==> config.mk <==
export PLATFORM = sky130hd
export DESIGN_NAME = placement_cost_eval
export DESIGN_NICKNAME = d
export VERILOG_FILES = /design/src/rtl/placement_cost_eval.sv
export SDC_FILE = /design/constraint.sdc
export NUM_CORES = 1
export LEC_CHECK = 0
export ABC_AREA = 1
export BUFFER_PORTS_ARGS = -buffer_cell sky130_fd_sc_hd__clkbuf_2
export CORE_MARGIN = 1
export CORE_UTILIZATION = 30
export DETAILED_ROUTE_END_ITERATION = 16
export PLACE_DENSITY = 0.47
export SYNTH_ARGS = -nofsm -noshare
export SYNTH_HDL_FRONTEND = slang
export SYNTH_SLANG_ARGS = --single-unit
==> constraint.sdc <==
create_clock -name clk -period 4.27 [get_ports clk]
set_clock_uncertainty 0.2 [all_clocks]
set_input_delay 0.427 -clock clk [delete_from_list [all_inputs] [get_ports clk]]
set_output_delay 0.427 -clock clk [all_outputs]
set_load 0.005 [all_outputs]
==> src/rtl/placement_cost_eval.sv <==
// placement_cost_eval
// Walks an edge list of a grid placement and accumulates wirelength figures.
// For each edge it reads both endpoint node ids from the edge ROM and then
// both endpoint coordinates from the position RAMs, all with synchronous reads.
//
// Ports:
//   clk, reset            clock, synchronous active-low reset
//   start, num_edges      launch handshake; num_edges latched when start is taken
//   edge_rd, edge_addr    edge ROM read port   (edge_a / edge_b return data)
//   pos_rd, pos_addr      position RAM read port (pos_x / pos_y return data)
//   busy, done            evaluation in progress / one-cycle completion pulse
//   cost_total, cost_hop  saturating sums of per-edge wirelength and hop cost
//   cost_max              largest per-edge wirelength
//   err_unplaced          edges skipped because an endpoint is unplaced (-1)
//   ev_cycles             cycles from the start-sampling edge to done
module placement_cost_eval #(
    parameter int COORD_W  = 8,
    parameter int NODE_AW  = 7,
    parameter int EDGE_AW  = 8,
    parameter int SUM_W    = 32,
    parameter int HOP_LOG2 = 1
) (
    input  logic                 clk,
    input  logic                 reset,
    input  logic                 start,
    input  logic [EDGE_AW:0]     num_edges,
    output logic                 edge_rd,
    output logic [EDGE_AW-1:0]   edge_addr,
    input  logic [NODE_AW-1:0]   edge_a,
    input  logic [NODE_AW-1:0]   edge_b,
    output logic                 pos_rd,
    output logic [NODE_AW-1:0]   pos_addr,
    input  logic [COORD_W-1:0]   pos_x,
    input  logic [COORD_W-1:0]   pos_y,
    output logic                 busy,
    output logic                 done,
    output logic [SUM_W-1:0]     cost_total,
    output logic [SUM_W-1:0]     cost_hop,
    output logic [COORD_W+1:0]   cost_max,
    output logic [EDGE_AW:0]     err_unplaced,
    output logic [31:0]          ev_cycles
);

    typedef enum logic [3:0] {
        S_IDLE, S_E_ISS, S_E_WT, S_A_ISS, S_A_WT, S_B_ISS,
        S_B_WT, S_B_CAP, S_DIFF, S_ACC, S_FIN
    } state_t;

    // Adder width wide enough for either operand plus a carry, so saturation
    // is detected even when SUM_W is narrower than a single edge cost.
    localparam int AW = ((SUM_W > COORD_W + 2) ? SUM_W : COORD_W + 2) + 1;
    localparam logic [COORD_W-1:0] UNPLACED = {COORD_W{1'b1}};
    localparam logic [COORD_W+1:0] ONE_W    = {{(COORD_W+1){1'b0}}, 1'b1};

    state_t               state_r, state_s;
    logic [EDGE_AW:0]     n_edges_r;
    logic [NODE_AW-1:0]   eb_r;
    logic [COORD_W-1:0]   xa_r, ya_r, xb_r, yb_r;
    logic [COORD_W:0]     dx_r, dy_r;
    logic                 unpl_r;
    logic                 last_s;
    logic [COORD_W+1:0]   sum_s, hsum_s, w_s, h_s;

    // |a-b| of two signed coordinates, computed one bit wider so it cannot overflow.
    function automatic logic [COORD_W:0] abs_diff(input logic [COORD_W-1:0] a,
                                                  input logic [COORD_W-1:0] b);
        logic [COORD_W:0] d;
        d = {a[COORD_W-1], a} - {b[COORD_W-1], b};
        if (d[COORD_W]) begin
            abs_diff = ~d + {{COORD_W{1'b0}}, 1'b1};
        end else begin
            abs_diff = d;
        end
    endfunction

    // ceil(v / 2^HOP_LOG2): shift, then round up if any dropped bit was set.
    function automatic logic [COORD_W:0] ceil_shift(input logic [COORD_W:0] v);
        logic [COORD_W:0] mask;
        mask       = (COORD_W+1)'((1 << HOP_LOG2) - 1);
        ceil_shift = (v >> HOP_LOG2) + {{COORD_W{1'b0}}, |(v & mask)};
    endfunction

    // Saturating accumulate: clamps at all-ones instead of wrapping.
    function automatic logic [SUM_W-1:0] sat_add(input logic [SUM_W-1:0] acc,
                                                 input logic [COORD_W+1:0] inc);
        logic [AW-1:0] ext;
        ext = AW'(acc) + AW'(inc);
        if (ext > AW'({SUM_W{1'b1}})) begin
            sat_add = {SUM_W{1'b1}};
        end else begin
            sat_add = ext[SUM_W-1:0];
        end
    endfunction

    // Per-edge wirelength and hop cost from the registered deltas, plus end-of-list test.
    always_comb begin
        sum_s  = {1'b0, dx_r} + {1'b0, dy_r};
        hsum_s = {1'b0, ceil_shift(dx_r)} + {1'b0, ceil_shift(dy_r)};
        if (sum_s == '0) begin
            w_s = '0;
        end else begin
            w_s = sum_s - ONE_W;
        end
        if (hsum_s == '0) begin
            h_s = '0;
        end else begin
            h_s = hsum_s - ONE_W;
        end
        last_s = (({1'b0, edge_addr} + {{EDGE_AW{1'b0}}, 1'b1}) == n_edges_r);
    end

    // Next-state logic: a fixed nine-state walk per edge.
    always_comb begin
        state_s = state_r;
        case (state_r)
            S_IDLE: begin
                if (start && (num_edges == '0)) begin
                    state_s = S_FIN;
                end else if (start) begin
                    state_s = S_E_ISS;
                end else begin
                    state_s = S_IDLE;
                end
            end
            S_E_ISS: state_s = S_E_WT;
            S_E_WT:  state_s = S_A_ISS;
            S_A_ISS: state_s = S_A_WT;
            S_A_WT:  state_s = S_B_ISS;
            S_B_ISS: state_s = S_B_WT;
            S_B_WT:  state_s = S_B_CAP;
            S_B_CAP: state_s = S_DIFF;
            S_DIFF:  state_s = S_ACC;
            S_ACC: begin
                if (last_s) begin
                    state_s = S_FIN;
                end else begin
                    state_s = S_E_ISS;
                end
            end
            S_FIN:   state_s = S_IDLE;
            default: state_s = S_IDLE;
        endcase
    end

    // State register, datapath registers and registered outputs.
    always_ff @(posedge clk) begin
        if (!reset) begin
            state_r      <= S_IDLE;
            n_edges_r    <= '0;
            eb_r         <= '0;
            xa_r         <= '0;
            ya_r         <= '0;
            xb_r         <= '0;
            yb_r         <= '0;
            dx_r         <= '0;
            dy_r         <= '0;
            unpl_r       <= 1'b0;
            edge_rd      <= 1'b0;
            edge_addr    <= '0;
            pos_rd       <= 1'b0;
            pos_addr     <= '0;
            busy         <= 1'b0;
            done         <= 1'b0;
            cost_total   <= '0;
            cost_hop     <= '0;
            cost_max     <= '0;
            err_unplaced <= '0;
            ev_cycles    <= '0;
        end else begin
            state_r <= state_s;
            // Read strobes are asserted for exactly the cycle spent in the issue states.
            edge_rd <= (state_s == S_E_ISS);
            pos_rd  <= (state_s == S_A_ISS) || (state_s == S_B_ISS);
            busy    <= (state_s != S_IDLE) && (state_s != S_FIN);
            done    <= (state_r == S_FIN);
            // Edge ROM data is already valid in E_WT, so the A address is loaded from it directly.
            if (state_s == S_A_ISS) begin
                pos_addr <= edge_a;
            end else if (state_s == S_B_ISS) begin
                pos_addr <= eb_r;
            end else begin
                pos_addr <= pos_addr;
            end
            if ((state_r == S_IDLE) && start) begin
                ev_cycles <= '0;
            end else if (state_r != S_IDLE) begin
                ev_cycles <= ev_cycles + 32'd1;
            end else begin
                ev_cycles <= ev_cycles;
            end
            case (state_r)
                S_IDLE: begin
                    if (start) begin
                        n_edges_r    <= num_edges;
                        edge_addr    <= '0;
                        cost_total   <= '0;
                        cost_hop     <= '0;
                        cost_max     <= '0;
                        err_unplaced <= '0;
                    end
                end
                S_A_ISS: eb_r <= edge_b;
                S_B_ISS: begin
                    xa_r <= pos_x;
                    ya_r <= pos_y;
                end
                S_B_CAP: begin
                    xb_r <= pos_x;
                    yb_r <= pos_y;
                end
                S_DIFF: begin
                    dx_r   <= abs_diff(xa_r, xb_r);
                    dy_r   <= abs_diff(ya_r, yb_r);
                    unpl_r <= (xa_r == UNPLACED) || (ya_r == UNPLACED) ||
                              (xb_r == UNPLACED) || (yb_r == UNPLACED);
                end
                S_ACC: begin
                    edge_addr <= edge_addr + {{(EDGE_AW-1){1'b0}}, 1'b1};
                    if (unpl_r) begin
                        err_unplaced <= err_unplaced + {{EDGE_AW{1'b0}}, 1'b1};
                    end else begin
                        cost_total <= sat_add(cost_total, w_s);
                        cost_hop   <= sat_add(cost_hop, h_s);
                        if (w_s > cost_max) begin
                            cost_max <= w_s;
                        end
                    end
                end
                default: begin
                end
            endcase
        end
    end

endmodule
; ---- Word-level counts from Yosys, hierarchy flattened
; Cells that the tools add are included.
[word_totals]
ff_bits = 205
output_inout_bits = 134
[classes]
bitwise_logic = 3
n_eq_ne = 23
n_mux = 26
order_cmp = 3
n_addsub = 16
reduce_logical = 21
[ops]
columns = cell, count
row1 = $mux 32, 5
row2 = $pmux 32 s2, 2
row3 = $add 32x10->33, 2
row4 = $gt 33x32->1 const B, 2
row5 = $mux 10, 5
row6 = $pmux 4 s10, 1
row7 = $mux 9, 4
row8 = $add 32x1->32 const B, 1
row9 = $eq 8x8->1 const B, 4
row10 = $add 9x1->9 const B, 3
row11 = $add 9x9->10, 2
row12 = $eq 4x3->1 const B, 5
row13 = $logic_not 10->1, 2
row14 = $pmux 10 s2, 1
row15 = $sub 10x1->10 const B, 2
row16 = $add 8x1->9, 2
row17 = $not 9->9, 2
row18 = $pmux 9 s2, 1
row19 = $sub 8x8->9, 2
row20 = $pmux 8 s2, 1
row21 = $mux 7, 2
row22 = $eq 4x2->1 const B, 3
row23 = $eq 4x4->1 const B, 3
row24 = $gt 10x10->1, 1
row25 = 20 further kinds, 34

; ---- Longest topological paths before layout
[logic_depth]
word_depth = 9
mapped_depth = 28
depth_no_buf = 28

; ---- Worst setup path before layout
; Ideal clock, no wire load.
[synth_timing]
kind = register to register
start = register dx_r[0]
end = register cost_hop[23]
setup_time_ns = 0.070
slack_ns = 0.007
arrival_time_ns = 3.992
required_time_ns = 4.000
synth_period_minus_slack_ns = 4.263
stages_incl_launch_ff = 28
path_cell_list = dfxtp_1 > fa_1 > ha_1 > inv_1 > fa_1 > inv_1 > nand3_1 > o211ai_1 > xor2_1 > nor2_1 > nand2_1 > nor2_4 > nand3_4 > nand2_1 > inv_1 > ha_1 > inv_1 > fa_1 > o21ai_2 > nand2_1 > nand2_1 > nand2_1 > nand2_2 > nand4_2 > buf_2 > nand3_1 > nand2_1 > a21oi_1
[synth_via]
elab_chain_len = 9
word_cells_on_any_way = 10
cone_classes = add/sub (4) / order compare (1) / mux (4) / reduce/logical (1)
[synth_lines]
columns = item, line_no
row1 = "start, declared", 59  ; logic [COORD_W:0] dx_r, dy_r;
row2 = "start signal, assigned", 212  ; dx_r <= abs_diff(xa_r, xb_r);
row3 = $add 8x1->9 (*), 80  ; ceil_shift = (v >> HOP_LOG2) + {{COORD_W{1'b0}}, |(v & mask)};
row4 = $add 9x9->10 (*), 98  ; hsum_s = {1'b0, ceil_shift(dx_r)} + {1'b0, ceil_shift(dy_r)};
row5 = $sub 10x1->10 or $logic_not 10->1 (tied branches), "107, 104"
row6 = $mux 10 (*), 104  ; if (hsum_s == '0) begin
row7 = $add 32x10->33 (*), 87  ; ext = AW'(acc) + AW'(inc);
row8 = $gt 33x32->1, 88  ; if (ext > AW'({SUM_W{1'b1}})) begin
row9 = $mux 32 (*), 88
row10 = $mux 32 (*), 219  ; if (unpl_r) begin
row11 = $pmux 32 s2 (*), 191  ; case (state_r)
row12 = "end signal, assigned", 223  ; cost_hop <= sat_add(cost_hop, h_s);
row13 = "end, declared", 38  ; output logic [SUM_W-1:0] cost_hop,
; Every way passes the cells marked *; elsewhere a longest branch is shown, timed or not. The select of a mux whose other input is x is not followed.
; A chain may end at the register's enable or synchronous reset.

; ---- Final worst setup path
[layout_timing]
start = register dx_r[1]
end = register cost_hop[25]
; The elaborated chain is that of the path after synthesis.

==> metrics.txt <==
CP endpoint kind=flip-flop; row count=77; most common cell after layout, fill and taps aside=nand2_1; setup ws final=-0.157 ns; share of the clock period used by the worst path=104%; Synth Cell Area=13600 um^2; grt total ovfl=0; flops & latches, synth=205; Post-Syn Nets=2213; first-pass GRT wire length=68000 um; Die Wd=215 um; routed vias=14100; Final min period=4.43 ns; die height=215 um; Hold Path End=n_edges_r[2]; Post-Route WL=42600 um; reg-to-reg critical path endpoint=cost_hop[25]; Fin Hold WS=0.0628 ns; Non-Filler Instances=2996; Antenna Nets Post-Route=0; Peak Freq=226 MHz; initial antenna violation count=0; Pins Over Slew Limit=0; total power=4.68 mW; DRT Pass-1 Iters=6; Cells after Synth=2088; relative slew slack=38.5%; area delta synth->final=31.0%; largest net degree at the start of global routing=70; clk root buf=clkbuf_16; die footprint=46200 um^2; Buffers on Ports=175; drt wl/cell=14.2 um; CORE AREA=44500 um^2; Tot GR Track Use=17.7%; PwrDens=262 nW/um^2; Avg Vias per Cell=4.71; RSZ-0062 raised after global routing=yes; Worst-path clk slew=0.06 ns; Distinct cells, synth=54; # setup viols final=32; Synth warnings=0; HP Start=num_edges[2]; fill count=4769; crit-path max FO=8; TritonCTS clock tree=yes; Clock Path Buffers=3; Cells after DPL=2883; nets=2512; DRT iter0 DRCs=713; CP Launch Type=flip-flop; Max IR drop VDD=0.270 mV; FF-to-FF Start=dx_r[1]; Post-DP HPWL=31500 um; setup slack at placement=-0.207 ns; # H-tree levels=1; Seq/Total Area, Yosys=30.2%; worst reg-to-reg setup slack=-0.16 ns; area post-placement=15600 um^2; Num CTS Buffers=27; CTS Sinks=205; Worst-Skew Late Latency=0.56 ns; Mapped Avg Cell Area=6.52 um^2; Worst-Margin Slew=0.922 ns; EDFF count, synth=0; most frequent cells in the layout=nand2_1, inv_1, dfxtp_1; DRC viols=0; fin area=17800 um^2; vias in the first global route=13200; failing checks=negative setup slack; leakage power=8.16 nW; Ports=176; min-delay worst type=in -> reg; placer congestion estimate=0.863; status=finished with violations; critical path class=reg -> reg; Worst R2R Path Depth=27; WP data required=4.55 ns; final hold violations=0; share of post-route cells with drive strength above 1=20.9%; Diodes inserted=0; max cap viols=0; hold path cells=3; asr flop ratio synth=0%; dominant synthesized flop cell=dfxtp_1; WP data arrival=4.71 ns; Initial Utilization=30.6%
[power by group]
part | switching (mW) | total, mW | internal, mW
registers | 0.0191 | 1.96 | 1.94
clock network | 0.905 | 2.27 | 1.37
logic | 0.279 | 0.442 | 0.163
total | 1.20 | 4.68 | 3.47
[Yosys cell counts (10+ instances only)]
| master | n | area (um^2) |
|---|---|---|
| ha_1 | 70 | 876 |
| xnor2_1 | 34 | 298 |
| inv_1 | 262 | 983 |
| nand2_1 | 568 | 2130 |
| nor3_1 | 35 | 175 |
| o21ai_0 | 106 | 531 |
| nand3_1 | 132 | 661 |
| nand3b_1 | 14 | 105 |
| buf_2 | 11 | 55.1 |
| a21oi_1 | 192 | 961 |
| dfxtp_1 | 205 | 4100 |
| fa_1 | 13 | 260 |
| nand2_2 | 10 | 62.6 |
| xor2_1 | 46 | 403 |
| nand4_1 | 42 | 263 |
| nor2_1 | 208 | 781 |
| clkbuf_1 | 35 | 131 |
[flip-flops by register name, indices dropped and copies added (netlist names), 8 cells and up]
register,count
cost_hop,32
cost_max,10
cost_total,32
dx_r,9
dy_r,9
edge_addr,8
err_unplaced,9
ev_cycles,32
n_edges_r,9
xa_r,8
xb_r,8
ya_r,8
yb_r,8
[repair_timing]
item / CTS / global route
endpoints found under the hold margin: 52 / 0
buffers inserted: 6 / 18
hold buffers: 37 / 0
resized for setup: 27 / 127
pin swaps: 1 / 57
endpoints found under the setup margin: 64 / 74
gates cloned: 0 / 6
[worst max path at each step]
stage	startpoint	depth (start not counted)	slack (ns)	endpoint
2_1_floorplan	dx_r[0]	27	0.007	cost_hop[23]
3_3_place_gp	dx_r[0]	28	-0.11	cost_hop[20]
3_5_place_dp	dx_r[0]	27	-0.21	cost_hop[16]
4_1_cts	dx_r[0]	27	-0.05	cost_hop[5]
5_1_grt	dx_r[1]	27	-0.45	cost_hop[29]
6_report	dx_r[1]	27	-0.16	cost_hop[25]
[critical path, stage by stage (launching register included)]
cell	delay (ns)
dfxtp_2	0.33
fa_1	0.54
ha_2	0.18
inv_2	0.04
fa_2	0.36
inv_2	0.07
nand3_2	0.05
o211ai_1	0.14
xor2_1	0.25
nor2_2	0.08
nand2_2	0.09
nor2_4	0.05
nand3_4	0.12
nand2_2	0.07
inv_2	0.06
ha_4	0.12
inv_2	0.04
fa_2	0.39
o21ai_2	0.13
nand2_1	0.08
nand2_2	0.08
nand2_2	0.05
nand2_2	0.10
nand4_4	0.20
clkbuf_16	0.26
nand3_1	0.08
nand2_1	0.05
a21oi_1	0.14
[cell type report]
| class | instances | area, um^2 | share of cell area (%) |
|---|---|---|---|
| repair buffers | 323 | 2230 | 12.5 |
| well taps | 592 | 741 | 4.16 |
| clock inverters | 7 | 103 | 0.576 |
| flip-flops and latches | 205 | 4110 | 23.0 |
| inverters | 270 | 1020 | 5.74 |
| multi-input cells | 1560 | 8850 | 49.7 |
| clock buffers | 39 | 771 | 4.33 |
[cell families after synthesis]
family,Yosys count,share of synthesized area (%)
fa+ha+maj,83,8.35
xor+xnor,81,5.27
compound gates,337,13.0
simple gates,1059,34.0
buf+inv,323,9.20
flops,205,30.2
[metal layers]
layer | share of wire (%) | wire [um] | track usage, %
met5 | 0 | 0 | 0
met4 | 1.8 | 760 | 3.71
met3 | 4.6 | 1970 | 3.23
met2 | 45 | 19300 | 29.0
met1 | 48 | 20600 | 24.1
[metrics by stage]
| stage | setup TNS [ns] | utilization (%) |
|---|---|---|
| floorplan | 0 | - |
| global placement | -2.60 | 35.1 |
| detailed placement | -6.21 | 35.1 |
| CTS | -0.748 | 38.2 |
| global route | -13.39 | 40.0 |
| finish | -4.01 | 40.0 |
Power figures use the tool's default switching activity.
